<file path="config.mk">
export PLATFORM = sky130hd
export DESIGN_NAME = exec_unit_flat
export DESIGN_NICKNAME = d
export VERILOG_FILES = /design/src/rtl/exec_unit_pkg.sv /design/src/rtl/exec_unit_if.sv /design/src/rtl/exec_alu.sv /design/src/rtl/exec_dmem.sv /design/src/rtl/exec_shifter.sv /design/src/rtl/exec_unit.sv /design/src/flat_wrapper.sv
export SDC_FILE = /design/constraint.sdc
export NUM_CORES = 2
export LEC_CHECK = 0
export ABC_AREA = 1
export CORE_MARGIN = 2
export CORE_UTILIZATION = 54
export DETAILED_ROUTE_END_ITERATION = 10
export DONT_BUFFER_PORTS = 1
export PLACE_DENSITY = 0.7
export SLEW_MARGIN = 20
export SYNTH_ARGS = -nofsm -noshare
export SYNTH_HDL_FRONTEND = slang
export SYNTH_SLANG_ARGS = --single-unit
export TNS_END_PERCENT = 10
</file>
<file path="constraint.sdc">
create_clock -name clk -period 7.1 [get_ports clk]
set_input_delay 1.42 -clock clk [delete_from_list [all_inputs] [get_ports clk]]
set_output_delay 1.42 -clock clk [all_outputs]
set_load 0.005 [all_outputs]
</file>
<file path="src/rtl/exec_unit_pkg.sv">
// Shared constants and types for the EX/MEM execution block.
package exec_unit_pkg;
  localparam int DATA_W    = 8;
  localparam int ADDR_W    = 8;
  localparam int MEM_DEPTH = 256;

  typedef enum logic [2:0] {
    ALU_ADD   = 3'b000,
    ALU_SUB   = 3'b001,
    ALU_AND   = 3'b010,
    ALU_OR    = 3'b011,
    ALU_XOR   = 3'b100,
    ALU_NOT   = 3'b101,
    ALU_PASSB = 3'b110,
    ALU_PASSA = 3'b111
  } alu_op_e;

  localparam logic SH_LEFT  = 1'b0;
  localparam logic SH_RIGHT = 1'b1;
endpackage

</file>
<file path="src/rtl/exec_unit_if.sv">
// EX/MEM datapath bundle: ALU, shifter, flag control and data-memory port.
interface exec_unit_if;
  import exec_unit_pkg::*;

  logic [2:0]        alu_op;
  logic [DATA_W-1:0] alu_a, alu_b;
  logic              alu_use_carry;
  logic [DATA_W-1:0] alu_out;
  logic              alu_co, alu_z;

  logic [DATA_W-1:0] sh_data;
  logic [2:0]        sh_count;
  logic              sh_dir, sh_ro_bar;
  logic [DATA_W-1:0] sh_out;
  logic              sh_c, sh_z;

  logic              select_c, select_z, write_c, write_z;
  logic              c, z;

  logic              mem_write;
  logic [ADDR_W-1:0] mem_addr;
  logic [DATA_W-1:0] mem_wdata, mem_rdata;

  modport master (
    output alu_op, alu_a, alu_b, alu_use_carry,
    output sh_data, sh_count, sh_dir, sh_ro_bar,
    output select_c, select_z, write_c, write_z,
    output mem_write, mem_addr, mem_wdata,
    input  alu_out, alu_co, alu_z, sh_out, sh_c, sh_z, c, z, mem_rdata
  );

  modport slave (
    input  alu_op, alu_a, alu_b, alu_use_carry,
    input  sh_data, sh_count, sh_dir, sh_ro_bar,
    input  select_c, select_z, write_c, write_z,
    input  mem_write, mem_addr, mem_wdata,
    output alu_out, alu_co, alu_z, sh_out, sh_c, sh_z, c, z, mem_rdata
  );
endinterface

</file>
<file path="src/rtl/exec_alu.sv">
// Combinational 8-bit ALU; co is carry for ADD, borrow for SUB, 0 otherwise.
module exec_alu
  import exec_unit_pkg::*;
(
  input  logic [2:0]        op_i,
  input  logic [DATA_W-1:0] a_i,
  input  logic [DATA_W-1:0] b_i,
  input  logic              cin_i,
  output logic [DATA_W-1:0] out_o,
  output logic              co_o,
  output logic              z_o
);
  logic [DATA_W:0] res;

  // 9-bit arithmetic: bit 8 is carry on add, and the wrap-around sign on sub is exactly the borrow.
  always_comb begin
    res = '0;
    case (op_i)
      ALU_ADD:   res = {1'b0, a_i} + {1'b0, b_i} + {{DATA_W{1'b0}}, cin_i};
      ALU_SUB:   res = {1'b0, a_i} - {1'b0, b_i} - {{DATA_W{1'b0}}, cin_i};
      ALU_AND:   res = {1'b0, a_i & b_i};
      ALU_OR:    res = {1'b0, a_i | b_i};
      ALU_XOR:   res = {1'b0, a_i ^ b_i};
      ALU_NOT:   res = {1'b0, ~a_i};
      ALU_PASSB: res = {1'b0, b_i};
      default:   res = {1'b0, a_i};
    endcase
  end

  assign out_o = res[DATA_W-1:0];
  assign co_o  = res[DATA_W];
  assign z_o   = (out_o == '0);
endmodule

</file>
<file path="src/rtl/exec_dmem.sv">
// 256x8 data memory: asynchronous read, synchronous write, writes gated off during reset.
module exec_dmem
  import exec_unit_pkg::*;
(
  input  logic              clk,
  input  logic              rst_n_i,
  input  logic              we_i,
  input  logic [ADDR_W-1:0] addr_i,
  input  logic [DATA_W-1:0] wdata_i,
  output logic [DATA_W-1:0] rdata_o
);
  logic [DATA_W-1:0] mem_q [MEM_DEPTH];

  // Contents survive reset; only the write strobe is qualified by it.
  always_ff @(posedge clk) begin
    if (we_i && rst_n_i) mem_q[addr_i] <= wdata_i;
  end

  assign rdata_o = mem_q[addr_i];
endmodule

</file>
<file path="src/rtl/exec_shifter.sv">
// Combinational barrel shifter/rotator; carry is the last bit pushed past the edge.
module exec_shifter
  import exec_unit_pkg::*;
(
  input  logic [DATA_W-1:0] data_i,
  input  logic [2:0]        count_i,
  input  logic              dir_i,
  input  logic              ro_bar_i,
  output logic [DATA_W-1:0] out_o,
  output logic              c_o,
  output logic              z_o
);
  logic [2*DATA_W-1:0] lft, rgt;

  // Shift inside a double-width window: the spilled half supplies both rotate wrap bits
  // and the carry bit adjacent to the boundary (zero when the count is zero).
  assign lft = {{DATA_W{1'b0}}, data_i} << count_i;
  assign rgt = {data_i, {DATA_W{1'b0}}} >> count_i;

  always_comb begin
    out_o = data_i;
    c_o   = 1'b0;
    if (dir_i == SH_LEFT) begin
      out_o = ro_bar_i ? lft[DATA_W-1:0] : (lft[DATA_W-1:0] | lft[2*DATA_W-1:DATA_W]);
      c_o   = lft[DATA_W];
    end else begin
      out_o = ro_bar_i ? rgt[2*DATA_W-1:DATA_W] : (rgt[2*DATA_W-1:DATA_W] | rgt[DATA_W-1:0]);
      c_o   = rgt[DATA_W-1];
    end
  end

  assign z_o = (out_o == '0);
endmodule

</file>
<file path="src/rtl/exec_unit.sv">
// EX/MEM execution block: ALU, shifter, C/Z flag register and data memory.
module exec_unit
  import exec_unit_pkg::*;
(
  input  logic         clk,
  input  logic         reset,
  exec_unit_if.slave   eu_if
);
  logic c_q, c_d, z_q, z_d;
  logic alu_cin;

  // Carry-using ops see the pre-edge flag even when they also write C.
  assign alu_cin = eu_if.alu_use_carry & c_q;

  exec_alu u_alu (
    .op_i  (eu_if.alu_op),
    .a_i   (eu_if.alu_a),
    .b_i   (eu_if.alu_b),
    .cin_i (alu_cin),
    .out_o (eu_if.alu_out),
    .co_o  (eu_if.alu_co),
    .z_o   (eu_if.alu_z)
  );

  exec_shifter u_sh (
    .data_i   (eu_if.sh_data),
    .count_i  (eu_if.sh_count),
    .dir_i    (eu_if.sh_dir),
    .ro_bar_i (eu_if.sh_ro_bar),
    .out_o    (eu_if.sh_out),
    .c_o      (eu_if.sh_c),
    .z_o      (eu_if.sh_z)
  );

  exec_dmem u_dmem (
    .clk     (clk),
    .rst_n_i (reset),
    .we_i    (eu_if.mem_write),
    .addr_i  (eu_if.mem_addr),
    .wdata_i (eu_if.mem_wdata),
    .rdata_o (eu_if.mem_rdata)
  );

  always_comb begin
    c_d = c_q;
    z_d = z_q;
    if (eu_if.write_c) c_d = eu_if.select_c ? eu_if.sh_c : eu_if.alu_co;
    if (eu_if.write_z) z_d = eu_if.select_z ? eu_if.sh_z : eu_if.alu_z;
  end

  always_ff @(posedge clk or negedge reset) begin
    if (!reset) begin
      c_q <= 1'b0;
      z_q <= 1'b0;
    end else begin
      c_q <= c_d;
      z_q <= z_d;
    end
  end

  assign eu_if.c = c_q;
  assign eu_if.z = z_q;
endmodule

</file>
<file path="src/flat_wrapper.sv">
// flat-port wrapper written by rule: the top's interface ports become plain ports
module exec_unit_flat import exec_unit_pkg::*;
  (clk, reset, eu_if_alu_op, eu_if_alu_a, eu_if_alu_b, eu_if_alu_use_carry, eu_if_sh_data, eu_if_sh_count, eu_if_sh_dir, eu_if_sh_ro_bar, eu_if_select_c, eu_if_select_z, eu_if_write_c, eu_if_write_z, eu_if_mem_write, eu_if_mem_addr, eu_if_mem_wdata, eu_if_alu_out, eu_if_alu_co, eu_if_alu_z, eu_if_sh_out, eu_if_sh_c, eu_if_sh_z, eu_if_c, eu_if_z, eu_if_mem_rdata);
  exec_unit_if eu_if_i ();
  input  logic clk;
  input  logic reset;
  input wire logic [$bits(eu_if_i.alu_op)-1:0] eu_if_alu_op;
  input wire logic [$bits(eu_if_i.alu_a)-1:0] eu_if_alu_a;
  input wire logic [$bits(eu_if_i.alu_b)-1:0] eu_if_alu_b;
  input wire logic [$bits(eu_if_i.alu_use_carry)-1:0] eu_if_alu_use_carry;
  input wire logic [$bits(eu_if_i.sh_data)-1:0] eu_if_sh_data;
  input wire logic [$bits(eu_if_i.sh_count)-1:0] eu_if_sh_count;
  input wire logic [$bits(eu_if_i.sh_dir)-1:0] eu_if_sh_dir;
  input wire logic [$bits(eu_if_i.sh_ro_bar)-1:0] eu_if_sh_ro_bar;
  input wire logic [$bits(eu_if_i.select_c)-1:0] eu_if_select_c;
  input wire logic [$bits(eu_if_i.select_z)-1:0] eu_if_select_z;
  input wire logic [$bits(eu_if_i.write_c)-1:0] eu_if_write_c;
  input wire logic [$bits(eu_if_i.write_z)-1:0] eu_if_write_z;
  input wire logic [$bits(eu_if_i.mem_write)-1:0] eu_if_mem_write;
  input wire logic [$bits(eu_if_i.mem_addr)-1:0] eu_if_mem_addr;
  input wire logic [$bits(eu_if_i.mem_wdata)-1:0] eu_if_mem_wdata;
  output wire logic [$bits(eu_if_i.alu_out)-1:0] eu_if_alu_out;
  output wire logic [$bits(eu_if_i.alu_co)-1:0] eu_if_alu_co;
  output wire logic [$bits(eu_if_i.alu_z)-1:0] eu_if_alu_z;
  output wire logic [$bits(eu_if_i.sh_out)-1:0] eu_if_sh_out;
  output wire logic [$bits(eu_if_i.sh_c)-1:0] eu_if_sh_c;
  output wire logic [$bits(eu_if_i.sh_z)-1:0] eu_if_sh_z;
  output wire logic [$bits(eu_if_i.c)-1:0] eu_if_c;
  output wire logic [$bits(eu_if_i.z)-1:0] eu_if_z;
  output wire logic [$bits(eu_if_i.mem_rdata)-1:0] eu_if_mem_rdata;
  assign eu_if_i.alu_op = eu_if_alu_op;
  assign eu_if_i.alu_a = eu_if_alu_a;
  assign eu_if_i.alu_b = eu_if_alu_b;
  assign eu_if_i.alu_use_carry = eu_if_alu_use_carry;
  assign eu_if_i.sh_data = eu_if_sh_data;
  assign eu_if_i.sh_count = eu_if_sh_count;
  assign eu_if_i.sh_dir = eu_if_sh_dir;
  assign eu_if_i.sh_ro_bar = eu_if_sh_ro_bar;
  assign eu_if_i.select_c = eu_if_select_c;
  assign eu_if_i.select_z = eu_if_select_z;
  assign eu_if_i.write_c = eu_if_write_c;
  assign eu_if_i.write_z = eu_if_write_z;
  assign eu_if_i.mem_write = eu_if_mem_write;
  assign eu_if_i.mem_addr = eu_if_mem_addr;
  assign eu_if_i.mem_wdata = eu_if_mem_wdata;
  assign eu_if_alu_out = eu_if_i.alu_out;
  assign eu_if_alu_co = eu_if_i.alu_co;
  assign eu_if_alu_z = eu_if_i.alu_z;
  assign eu_if_sh_out = eu_if_i.sh_out;
  assign eu_if_sh_c = eu_if_i.sh_c;
  assign eu_if_sh_z = eu_if_i.sh_z;
  assign eu_if_c = eu_if_i.c;
  assign eu_if_z = eu_if_i.z;
  assign eu_if_mem_rdata = eu_if_i.mem_rdata;
  exec_unit u_core (.clk(clk), .reset(reset), .eu_if(eu_if_i));
endmodule
</file>
==> results.yml <==
outcome:
  status: "finished, final reports clean"
timing:
  slew_violations: 0
  fmaxAchievable_mhz: 167
  slew_headroom_pct: 13.9
  rsz0062_at_grt: "false"
  worst_pin_slew_ns: 1.29
  finalClockSkew_ns: 0.0000327
  setup_viol: 0
  fin_crit_sh_pct: 84.6
  period_needed_ns: 6.00
  hold_violations: 0
  setup-tns-final_ns: 0
synth:
  synth-edff-count: 2048
  async_reset_ff_share_pct: 0.0976
  ys_warn_count: 0
  synth_cell_types: 32
  postSynthAreaPerCell_um2: 13.1
  yosysSeqAreaShare_pct: 76.1
  synth_cells: 6189
  ys_seq_elements: 2050
  syn_area_um2: 80900
  synth_top_flop_cell: "edfxtp_1"
  syn_nets: 6279
power:
  p_total_uw: 24500
  leakage_uw: 0.0307
  cellPowerDensity_nw_per_um2: 274
  vdd_drop_max_mv: 0.268
clock_tree:
  cts_resized: 0
  post_cts_buffers: 0
  clock_sinks: 2050
  clk_root_buffer_cell: "clkbuf_16"
  worstSkewPairLatency_ns: 0.83
  cts_buffer_depth: 3
  cts_tree: "built"
  cts-buffers-inserted: 198
  path_clk_slew_ns: 0.06
  ctsHoldBuffers: 0
  htreeDepth: 4
run:
  drv_cap: 0
grt:
  overflow: 0
  antenna_found_initial: 2
  grt_pass1_wl_mm: 310
  grt_pass1_vias: 48400
  grt_max_degree: 257
  grt.total_usage_pct: 27.3
worst_setup_path:
  cp.required_ns: 5.68
  setup.worst_path.end_class: "output pin"
  slowest_delay_ns: 0.73
  worstPathMaxFanout: 36
  critPathTopFamily: "simple AND/OR/NAND/NOR gates"
  worstRegToRegCells: 15
  path_depth: 13
  cpMaxStageDelayCell: "nor2_4"
  cp_cell_sequence: "nor2_4 -> buf_4 -> buf_4 -> a22oi_1 -> nand2_1 -> nand2_1 -> nand2_1 -> nor2_1 -> nor2_1 -> nor2_1 -> nand2_1 -> nor2_1 -> nand3_1"
  critical_path_class: "in2out"
  crit_arrival_ns: 4.58
  crit-reg2reg-launch: "u_core.eu_if.c"
  reg2reg_slack_ns: 4.20
  critPathLaunchType: "primary input"
  r2r_end: "u_core.eu_if.z"
  cp_num_buf_inv: 2
floorplanning:
  die_y_um: 391
  start_util_pct: 54.2
  ios: 86
  die_area_um2: 153000
  rows: 142
  fp.dieW_um: 391
  core_area_um2: 149000
finish:
  nNetsFinal: 6264
  syn2layout_area_growth_pct: 10.4
  drive_above_1_share_pct: 6.40
placement:
  dpl.hpwl_mm: 118
  io_buffers: 0
  gp_congestion: 0.882
route:
  totalWireLength_mm: 210
  drc_errors: 0
  route.vias.total: 50500
  drt_first_pass_iters: 8
  viasPerCell: 6.11
  ant_nets: 0
  drt_iter0_drc: 6085
  wl_per_cell_um: 25.4
worst_hold_path:
  hold_path.class: "in2async"
## registers in the layout, summed over array words and instances, names as in the netlist
| name | flops |
|---|---|
| u_core.u_dmem.mem_q | 2048 |
| u_core.eu_if.z | 1 |
| u_core.eu_if.c | 1 |
## routing by layer
metal	global-route usage (%)	routed length (µm)	vias to the layer above
li1	-	-	22400
met5	0	0	-
met2	43.1	99100	2856
met4	9.19	7030	0
met1	37.7	81300	24900
met3	6.19	22700	395
## kinds of logic (layout without fill, tap and decap cells)
group           after synthesis  in the layout  synth area share, %
compound gates              737            737                 6.49
xor+xnor                      2              2               0.0217
fa+ha+maj                    34             34                0.563
buf+inv                     457            595                 2.43
flops                      2050           2050                 76.1
other cells                   0              2                    0
simple gates               2909           2909                 14.4
## synthesized netlist by cell type (3+ instances only)
cell      instances  area (µm²)
nor3_1            3        15.0
o22ai_1           5        31.3
fa_1              4        80.1
nand3_1         112         561
a21oi_1          25         125
o21ai_0          35         175
edfxtp_1       2048       61500
buf_2           170         851
buf_4             3        22.5
ha_1             30         375
nand3b_1          3        22.5
a22oi_1         614        4610
nor2_1          455        1710
buf_1            19        71.3
nand2_1        2105        7900
or2_2             3        18.8
inv_1           110         413
nand4_1         225        1410
clkbuf_1        139         522
clkinv_1         10        37.5
buf_6             4        45.0
o21ai_1          52         260
## worst register-to-register path, stage by stage, from the launching register on
cell,delay (ns)
dfrtp_1,0.50
nand2_1,0.15
fa_1,0.45
fa_1,0.42
xnor2_1,0.14
nand2_1,0.06
nand2_1,0.05
nor2_1,0.09
nand2_1,0.06
nor2_1,0.18
nand3_1,0.10
nor2_1,0.29
nand3_1,0.17
nand2_1,0.08
nand2_1,0.04
nand2_1,0.05
## cell usage in the layout (no fill, tap or decap), types with 25 or more instances in the layout
master,netlist,final
ha_1,30,30
a22oi_1,614,614
inv_1,110,108
nand3_1,112,96
buf_4,3,94
a21oi_1,25,25
nand2_1,2105,2105
clkbuf_16,0,200
nor2_1,455,448
clkbuf_1,139,50
clkinv_1,10,63
o21ai_1,52,52
nand4_1,225,225
edfxtp_1,2048,2048
o21ai_0,35,35
buf_12,0,26
## through the flow
step | instances | hold slack (ns) | cell area [µm²] | worst slack, ns | utilization (%)
after floorplan | 6189 | 0.471 | 80900 | 2.43 | -
after global placement | 7918 | 0.491 | 83200 | 1.16 | 55.8
after detailed placement | 7918 | 0.526 | 83200 | 1.17 | 55.8
after CTS | 8271 | 0.230 | 89300 | 1.17 | 59.8
after global routing | 8272 | 0.237 | 89300 | 1.01 | 59.8
final | 8273 | 0.283 | 89300 | 1.10 | 59.8
## cell type report
type                            count  area [µm²]
Antenna cell                        2        5.00
Clock buffer                      250        5190
Clock inverter                    103         903
Fill cell                       11300       59900
Inverter                          122         475
Multi-Input combinational cell   3682       17500
Sequential cell                  2050       61500
Tap cell                         1944        2430
Timing Repair Buffer              120        1230
## power breakdown
| group | internal (µW) | total (µW) | switching, µW |
|---|---|---|---|
| registers | 13300 | 13300 | 5.58 |
| clock network | 5600 | 10000 | 4410 |
| logic | 332 | 1160 | 828 |
## worst max-delay path by stage
stage | slack, ns | start | to
after floorplan | 2.43 | eu_if_alu_b[0] | eu_if_alu_z
after global placement | 1.16 | eu_if_mem_addr[0] | eu_if_mem_rdata[4]
after detailed placement | 1.17 | eu_if_mem_addr[0] | eu_if_mem_rdata[4]
after CTS | 1.17 | eu_if_mem_addr[0] | eu_if_mem_rdata[4]
after global routing | 1.01 | eu_if_mem_addr[0] | eu_if_mem_rdata[4]
final | 1.10 | eu_if_mem_addr[0] | eu_if_mem_rdata[4]
Power figures use the tool's default switching activity.
